### config.mk
export PLATFORM = sky130hd
export DESIGN_NAME = alu_issue
export DESIGN_NICKNAME = d
export VERILOG_FILES = /design/src/rtl/alu_issue.sv
export SDC_FILE = /design/constraint.sdc
export NUM_CORES = 1
export LEC_CHECK = 0
export BUFFER_PORTS_ARGS = -buffer_cell sky130_fd_sc_hd__buf_2
export CAP_MARGIN = 20
export CELL_PAD_IN_SITES_DETAIL_PLACEMENT = 1
export CELL_PAD_IN_SITES_GLOBAL_PLACEMENT = 1
export CORE_MARGIN = 2
export CORE_UTILIZATION = 36
export CTS_CLUSTER_DIAMETER = 100
export DETAILED_ROUTE_END_ITERATION = 7
export GPL_TIMING_DRIVEN = 0
export HOLD_SLACK_MARGIN = 0.02
export PLACE_DENSITY = 0.87
export SLEW_MARGIN = 0
export SYNTH_ARGS = -nofsm -noshare
export SYNTH_HDL_FRONTEND = slang
export SYNTH_SLANG_ARGS = --single-unit
### constraint.sdc
create_clock -name clk -period 4.3 [get_ports clk]
set_input_delay 0.215 -clock clk [delete_from_list [all_inputs] [get_ports clk]]
set_output_delay 0.215 -clock clk [all_outputs]
set_load 0.05 [all_outputs]
### src/rtl/alu_issue.sv
//==============================================================================
// Module   : alu_issue
// Purpose  : ID-stage decode, operand forwarding, hazard stall and ID/EX
//            pipeline register for a 5-stage MIPS-style integer pipeline.
// Revision : 1.0 - initial release
//==============================================================================
`default_nettype none

module alu_issue #(
    parameter int FWD_EN = 1
) (
    input  logic        clk,
    input  logic        clrn,
    input  logic [31:0] inst,
    input  logic        id_valid,
    input  logic        flush,
    input  logic [31:0] qa,
    input  logic [31:0] qb,
    input  logic        ex_wreg,
    input  logic        ex_m2reg,
    input  logic [4:0]  ex_rn,
    input  logic [31:0] ex_alu,
    input  logic        mm_wreg,
    input  logic        mm_m2reg,
    input  logic [4:0]  mm_rn,
    input  logic [31:0] mm_alu,
    input  logic [31:0] mm_mo,
    output logic        stall,
    output logic        e_valid,
    output logic        e_wreg,
    output logic        e_m2reg,
    output logic        e_wmem,
    output logic [3:0]  e_aluc,
    output logic [4:0]  e_rn,
    output logic [31:0] e_a,
    output logic [31:0] e_b,
    output logic [31:0] e_d
);

    // ALU control encodings
    localparam logic [3:0] ALU_ADD = 4'b0000;
    localparam logic [3:0] ALU_SUB = 4'b0100;
    localparam logic [3:0] ALU_AND = 4'b0001;
    localparam logic [3:0] ALU_OR  = 4'b0101;
    localparam logic [3:0] ALU_XOR = 4'b0010;
    localparam logic [3:0] ALU_SLL = 4'b0011;
    localparam logic [3:0] ALU_SRL = 4'b0111;
    localparam logic [3:0] ALU_SRA = 4'b1111;

    // Operand-B source selection
    localparam logic [1:0] BSEL_RT   = 2'd0;
    localparam logic [1:0] BSEL_SEXT = 2'd1;
    localparam logic [1:0] BSEL_ZEXT = 2'd2;
    localparam logic [1:0] BSEL_LUI  = 2'd3;

    // Instruction fields
    logic [5:0]  op;
    logic [5:0]  funct;
    logic [4:0]  rs;
    logic [4:0]  rt;
    logic [4:0]  rd;
    logic [4:0]  sa;
    logic [15:0] imm;

    assign op    = inst[31:26];
    assign rs    = inst[25:21];
    assign rt    = inst[20:16];
    assign rd    = inst[15:11];
    assign sa    = inst[10:6];
    assign funct = inst[5:0];
    assign imm   = inst[15:0];

    // Decoded controls
    logic       dec_legal;
    logic       dec_is_r;
    logic       dec_shift;
    logic       dec_lui;
    logic       dec_m2reg;
    logic       dec_wmem;
    logic [3:0] dec_aluc;
    logic [1:0] dec_bsel;
    logic       dec_use_rs;
    logic       dec_use_rt;
    logic [4:0] dec_rn;
    logic       dec_wreg;

    // Decode the opcode/funct into ALU and writeback controls
    always_comb begin
        dec_legal  = 1'b0;
        dec_is_r   = 1'b0;
        dec_shift  = 1'b0;
        dec_lui    = 1'b0;
        dec_m2reg  = 1'b0;
        dec_wmem   = 1'b0;
        dec_aluc   = ALU_ADD;
        dec_bsel   = BSEL_RT;
        dec_use_rs = 1'b0;
        dec_use_rt = 1'b0;
        case (op)
            6'b000000: begin
                dec_is_r   = 1'b1;
                dec_legal  = 1'b1;
                dec_use_rs = 1'b1;
                dec_use_rt = 1'b1;
                case (funct)
                    6'b100000: dec_aluc = ALU_ADD;
                    6'b100010: dec_aluc = ALU_SUB;
                    6'b100100: dec_aluc = ALU_AND;
                    6'b100101: dec_aluc = ALU_OR;
                    6'b100110: dec_aluc = ALU_XOR;
                    6'b000000: begin dec_aluc = ALU_SLL; dec_shift = 1'b1; dec_use_rs = 1'b0; end
                    6'b000010: begin dec_aluc = ALU_SRL; dec_shift = 1'b1; dec_use_rs = 1'b0; end
                    6'b000011: begin dec_aluc = ALU_SRA; dec_shift = 1'b1; dec_use_rs = 1'b0; end
                    default: begin
                        // Unknown funct behaves as a nop that reads nothing
                        dec_legal  = 1'b0;
                        dec_use_rs = 1'b0;
                        dec_use_rt = 1'b0;
                    end
                endcase
            end
            6'b001000: begin dec_legal = 1'b1; dec_use_rs = 1'b1; dec_aluc = ALU_ADD; dec_bsel = BSEL_SEXT; end
            6'b001100: begin dec_legal = 1'b1; dec_use_rs = 1'b1; dec_aluc = ALU_AND; dec_bsel = BSEL_ZEXT; end
            6'b001101: begin dec_legal = 1'b1; dec_use_rs = 1'b1; dec_aluc = ALU_OR;  dec_bsel = BSEL_ZEXT; end
            6'b001110: begin dec_legal = 1'b1; dec_use_rs = 1'b1; dec_aluc = ALU_XOR; dec_bsel = BSEL_ZEXT; end
            6'b001111: begin dec_legal = 1'b1; dec_lui = 1'b1;    dec_aluc = ALU_ADD; dec_bsel = BSEL_LUI;  end
            6'b100011: begin
                dec_legal  = 1'b1;
                dec_use_rs = 1'b1;
                dec_m2reg  = 1'b1;
                dec_bsel   = BSEL_SEXT;
            end
            6'b101011: begin
                dec_legal  = 1'b1;
                dec_use_rs = 1'b1;
                dec_use_rt = 1'b1;
                dec_wmem   = 1'b1;
                dec_bsel   = BSEL_SEXT;
            end
            default: dec_legal = 1'b0;
        endcase
    end

    assign dec_rn   = dec_is_r ? rd : rt;
    assign dec_wreg = dec_legal & ~dec_wmem & (dec_rn != 5'd0);

    // Pick the freshest value of a source register from EX, MEM or the file
    function automatic logic [31:0] fwd_src(input logic [4:0] r, input logic [31:0] rf);
        logic [31:0] v;
        v = rf;
        if ((FWD_EN != 0) && (r != 5'd0)) begin
            if (ex_wreg && !ex_m2reg && (ex_rn == r)) begin
                v = ex_alu;
            end else if (mm_wreg && (mm_rn == r)) begin
                v = mm_m2reg ? mm_mo : mm_alu;
            end
        end
        return v;
    endfunction

    // True when register r cannot be supplied this cycle and ID must wait
    function automatic logic hazard(input logic [4:0] r);
        logic h;
        h = 1'b0;
        if (r != 5'd0) begin
            if (ex_wreg && ex_m2reg && (ex_rn == r)) begin
                h = 1'b1;
            end
            if ((FWD_EN == 0) && ((ex_wreg && (ex_rn == r)) || (mm_wreg && (mm_rn == r)))) begin
                h = 1'b1;
            end
        end
        return h;
    endfunction

    logic [31:0] fwd_a;
    logic [31:0] fwd_b;
    logic [31:0] opa;
    logic [31:0] opb;
    logic        load;

    assign fwd_a = fwd_src(rs, qa);
    assign fwd_b = fwd_src(rt, qb);

    // Stall only for a live ID instruction; a flush overrides the stall
    assign stall = id_valid & ~flush &
                   ((dec_use_rs & hazard(rs)) | (dec_use_rt & hazard(rt)));

    assign load = id_valid & ~flush & ~stall;

    // Select ALU operands from shift amount, immediates or forwarded data
    always_comb begin
        opa = fwd_a;
        if (dec_shift) begin
            opa = {27'd0, sa};
        end else if (dec_lui) begin
            opa = 32'd0;
        end
        case (dec_bsel)
            BSEL_SEXT: opb = {{16{imm[15]}}, imm};
            BSEL_ZEXT: opb = {16'd0, imm};
            BSEL_LUI:  opb = {imm, 16'd0};
            default:   opb = fwd_b;
        endcase
    end

    // Next ID/EX contents: decoded instruction or a bubble
    logic        valid_d, wreg_d, m2reg_d, wmem_d;
    logic [3:0]  aluc_d;
    logic [4:0]  rn_d;
    logic [31:0] a_d, b_d, d_d;

    always_comb begin
        valid_d = load;
        wreg_d  = load & dec_wreg;
        m2reg_d = load & dec_legal & dec_m2reg;
        wmem_d  = load & dec_legal & dec_wmem;
        aluc_d  = (load & dec_legal) ? dec_aluc : ALU_ADD;
        rn_d    = load ? dec_rn : 5'd0;
        a_d     = load ? opa : 32'd0;
        b_d     = load ? opb : 32'd0;
        d_d     = load ? fwd_b : 32'd0;
    end

    logic        valid_q, wreg_q, m2reg_q, wmem_q;
    logic [3:0]  aluc_q;
    logic [4:0]  rn_q;
    logic [31:0] a_q, b_q, d_q;

    // ID/EX pipeline register with asynchronous clear
    always_ff @(posedge clk or negedge clrn) begin
        if (!clrn) begin
            valid_q <= 1'b0;
            wreg_q  <= 1'b0;
            m2reg_q <= 1'b0;
            wmem_q  <= 1'b0;
            aluc_q  <= 4'd0;
            rn_q    <= 5'd0;
            a_q     <= 32'd0;
            b_q     <= 32'd0;
            d_q     <= 32'd0;
        end else begin
            valid_q <= valid_d;
            wreg_q  <= wreg_d;
            m2reg_q <= m2reg_d;
            wmem_q  <= wmem_d;
            aluc_q  <= aluc_d;
            rn_q    <= rn_d;
            a_q     <= a_d;
            b_q     <= b_d;
            d_q     <= d_d;
        end
    end

    assign e_valid = valid_q;
    assign e_wreg  = wreg_q;
    assign e_m2reg = m2reg_q;
    assign e_wmem  = wmem_q;
    assign e_aluc  = aluc_q;
    assign e_rn    = rn_q;
    assign e_a     = a_q;
    assign e_b     = b_q;
    assign e_d     = d_q;

endmodule

`default_nettype wire

# Word-level counts from Yosys, hierarchy flattened
# Index checks and enable logic that the tools add are counted.
# op_classes
bitwise,15
n_div,0
reduce_logical,21
n_shift,0
n_mul,0
eq_ne,21
muxes,34
magnitude_cmp,0
add_sub_neg,0
# op_table
operator,n
32-bit 2-to-1 mux,12
32-bit case mux with 3 select lines,1
6-bit equality test (second input constant),7
6-bit by 4-bit equality test with 1-bit output (second input constant),5
4-bit case mux with 7 select lines,1
5-bit equality test,4
4-bit case mux with 4 select lines,1
5-bit nonzero test,3
6-bit by 2-bit equality test with 1-bit output (second input constant),2
6-bit zero test,2
1-bit 2-to-1 mux,12
1-bit bitwise AND,11
5-bit 2-to-1 mux,2
3-bit OR reduction,3
1-bit logical AND,8
8-bit OR reduction,1
7-bit OR reduction,1
1-bit case mux with 2 select lines,3
2-bit case mux with 3 select lines,1
6-bit OR reduction,1
5-bit OR reduction,1
2-bit equality test (second input constant),2
4-bit 2-to-1 mux,1
1-bit NOT,3
3 further kinds,3
# totals
memories,0
ff_bits,109
word_cells,100
latchBits,0
ram_bits,0
romBits,0

# Depth between registers and ports, before layout
# logic_depth
ltp_word,11
depth_mapped,9

# Least setup slack after synthesis
# Ideal clock, no wire load.
# synth_timing
path_type,input port to output port
from,input inst[28]
to,output stall
arrival_ns,2.408
path_stages,7
path_buffers,1
setup_slack_ns,1.677
path_cell_list,buf_2 > or4_4 > nor2_4 > o221ai_2 > a2111oi_4 > nor2_1 > nor2_1
# synth_via
elab_chain_cells,6
elab_cells_between_ends,14
# synth_lines
element,line_no,source
from (decl),14,"input logic [31:0] inst,"
6-bit equality test or 6-bit by 4-bit equality test with 1-bit output (tied branches),99,case (op)
6-bit OR reduction (no source line),--,
1-bit case mux with 2 select lines,99,
1-bit bitwise AND,187,((dec_use_rs & hazard(rs)) | (dec_use_rt & hazard(rt)));
1-bit OR *,187,
1-bit bitwise AND *,186,assign stall = id_valid & ~flush &
to (decl),28,"output logic stall,"
# Mark *: on every way between the ends. The rest lies on a longest branch, timed or not.

# Worst setup path in the final report
# layout_timing
from,input inst[20]
to,output stall
# layout_via
elab_chain_cells,7
elab_cells_between_ends,8
# layout_lines
element,line_no,source
5-bit equality test,166,if (ex_wreg && ex_m2reg && (ex_rn == r)) begin
1-bit logical AND,166,
1-bit 2-to-1 mux,166,
1-bit 2-to-1 mux *,165,if (r != 5'd0) begin
1-bit bitwise AND *,187,
1-bit OR *,187,
1-bit bitwise AND *,186,
# Marks and branches as above.

==> key figures <==
Outcome
  – Status: finished clean

Synthesis
  – Post-synth EDFFs: 0
  – Most numerous cell in the Yosys netlist: dfrtp_1
  – Top post-synthesis cells by area: dfrtp_1, nor3_1, mux2i_1
  – Synth area leader: dfrtp_1
  – Mapped Avg Cell Area: 9.09 sq um
  – Yosys warnings: 0
  – Fraction of registers with async set or reset after synthesis: 100%
  – Register area share after synthesis: roughly two fifths
  – Syn nets: between 900 and 1k
  – Ys flop type: dfrtp_1
  – Area of the mapped netlist: 6550 sq um
  – Synth Register Bits: ~110
  – Syn Inst Count: around 700
  – Top cell types by occurrence after synthesis: dfrtp_1, nor2_1, nor3_1
  – Yosys top cell area share: a little over two fifths
  – Unique cell type count in the Yosys netlist: 52

Power
  – Leakage: between 4 and 5 nW
  – Clk pwr share: 33.2%
  – NetSw: about 0.91 mW
  – Logic pwr share: 25.7%
  – Internal power: roughly 1.7 mW
  – Maximum vdd drop: about 0.00023 V
  – Cell Pwr Density: between 200 and 300 nW/um^2
  – Switch share: between 30% and 40%
  – Seq pwr share: around two fifths

Floorplanning
  – I/O Pins: 320
  – Core Rows: between 40 and 50
  – Die Area: around 19,000 sq um
  – Starting Density: 36.6%
  – Horiz. Die Dim: ~140 microns
  – Die Ht: around 140 microns
  – Core area: around 18,000 sq um

Finish
  – Post-route core utilization: around half
  – Layout overhead on the synthesized area: 33.8%
  – Register area: approximately 2700 sq um
  – Final Instance Area: just under 9000 sq um
  – Final net count: 1,259
  – Share of post-route cells with drive strength above 1: between 30% and 40%
  – FILL cells: 2,251
  – Post-Layout Cell Count: ~1.3k
  – Multi-input gate area: roughly 3400 sq um

Min path
  – Min-Delay Endpoint: e_d[15]$_DFF_PN0_
  – Worst Hold Class: input pin to flip-flop
  – WHS Path Cells: 3
  – Hold Startpoint: qb[15]

Placement
  – Cell area after placement: 8450 sq um
  – # port buffers: 315
  – Post-placement cell count: around 1.3k
  – Routability cong.: roughly 0.9
  – DP Wirelength: ~25 mm

Clock tree
  – CTS tree: done
  – CTS sink count: 109
  – CTS root buffer: clkbuf_16
  – CTS H-tree lvls: 3
  – Worst-path clk slew: around 0.080 ns
  – CTS Buf Count: 9
  – Clock Path Buffers: 2

Timing
  – Fin. Hold Viols: 0
  – Period Utilization, post-route: between 70% and 80%
  – Least-Margin Pin Slew: roughly 1.1 ns
  – Fin Hold WS: 0.101 ns
  – Max-slew headroom: 28.7%
  – Endpoints failing setup: 0
  – Min cycle time layout: ~3.2 ns
  – Final TNS setup: 0 ns
  – Slew Viols, Final: 0
  – RSZ-0062 raised after global routing: no
  – F_max: 316 MHz

Route
  – Overall routed net length: approximately 32 mm
  – Drt via density: roughly 6.0
  – DRC viols: 0
  – Vias after detailed routing: ~7.7k
  – Post-route antenna net violation count: 0
  – Starting DRT DRC Count: 776
  – Pre-antenna DRT Iters: 6
  – Detailed-route wire length per cell: 24.7 microns

Flow run
  – MaxCap Viol Count: 0

Worst setup path
  – Data required, critical path: 4.09 ns
  – CP max-delay cell: nor3_1
  – CP Cell Sequence: buf_2, xor2_1, nor3_1, nand2_1, a2111oi_4, nor2_1, nor2_1, buf_2
  – Worst-path maximum fanout: 10
  – Startpoint class of the critical path: input pin
  – Worst Setup End Kind: primary output
  – Critical Path AT: ~3.0 ns
  – Setup CP Type: input pin to primary output
  – Crit-path max cell delay: between 0.8 and 0.9 ns

Global routing
  – Pin count of the biggest net entering global routing: 61
  – GRT Util Overall: approximately a third
  – Vias in the first global route: 7,887
  – Initial antenna violation count: 3
  – Congestion Overflow GR: 0
  – Global-route wire length before repair: ~47 mm
[critical path, delay by kind of cell]
kind                      cells  cell delay [ns]
AOI/OAI and AO/OA             1             0.65
xor gates and xnor gates      1             0.15
buffers and inverters         2             0.42
and+or+nand+nor               4             1.50
[cell type report]
cell class	count	area share, %
clock inverters	6	0.742
inverters	23	0.985
flip-flops and latches	109	31.1
repair buffers	317	18.4
plain buffers	72	3.62
well taps	229	3.27
diodes	3	0.0856
multi-input cells	517	39.0
clock buffers	10	2.73
[power by group through the flow]
| stage | Clock (mW) | Combinational (mW) | Sequential, mW |
|---|---|---|---|
| after floorplan | 0 | 0.216 | 1.26 |
| after global placement | 0 | 0.646 | 1.10 |
| after detailed placement | 0 | 0.662 | 1.10 |
| after CTS | 0.874 | 0.666 | 1.08 |
| after global routing | 0.922 | 0.713 | 1.08 |
| final | 0.870 | 0.675 | 1.08 |
[registers in the layout, summed over array words and instances, names as in the netlist]
name and count:
e_d 32, e_rn 5, e_valid 1, e_aluc 4
e_b 32, e_a 32, e_wreg 1, e_m2reg 1
e_wmem 1
[what timing repair did]
item / 4_1_cts / 5_1_grt
endpoints found under the hold margin: 59 / 0
buffers inserted: 0 / 0
gates resized for setup: 0 / 0
hold buffers: 1 / 0
[cell usage in the layout, fill, tap and decap left out, drive strengths merged, types with 22 or more instances in the layout]
master,synthesis,routed
a21oi,46,46
buf,20,336
clkbuf,52,62
dfrtp,109,109
inv,23,26
mux2i,24,24
nand2,33,33
nand3,22,22
nor2,63,63
nor3,62,62
o22ai,29,29
[worst max path at each step]
stage,to,start
6_report,stall,inst[20]
5_1_grt,stall,inst[20]
4_1_cts,stall,inst[20]
3_5_place_dp,e_b[12]$_DFF_PN0_,inst[20]
3_3_place_gp,e_b[8]$_DFF_PN0_,inst[18]
2_1_floorplan,stall,inst[28]
[per-layer routing]
metal | vias to the layer above | wire length [microns] | global-route usage (%)
met5 | - | 0 | 0
met1 | 3747 | 12300 | 40.5
met2 | 472 | 15400 | 53.9
met3 | 70 | 2730 | 7.22
met4 | 0 | 1210 | 12.3
li1 | 3397 | - | -
[kinds of logic after synthesis]
kind of cell           count (synthesis)  synth area share (%)
AO/OA/AOI/OAI                        223                  25.4
XOR/XNOR                              20                  2.67
buffers and inverters                 95                  6.17
flip-flops                           109                  41.6
multiplexers                          37                  5.90
AND/OR/NAND/NOR                      237                  18.2
[metrics by stage]
| step | total power, mW | setup slack (ns) |
|---|---|---|
| 5_1_grt | 2.72 | 1.07 |
| 2_1_floorplan | 1.48 | 1.68 |
| 4_1_cts | 2.62 | 1.20 |
| 3_5_place_dp | 1.76 | 1.03 |
| 3_3_place_gp | 1.75 | 1.07 |
| 6_report | 2.62 | 1.14 |
Note: power is estimated with default switching activity, not from simulation.
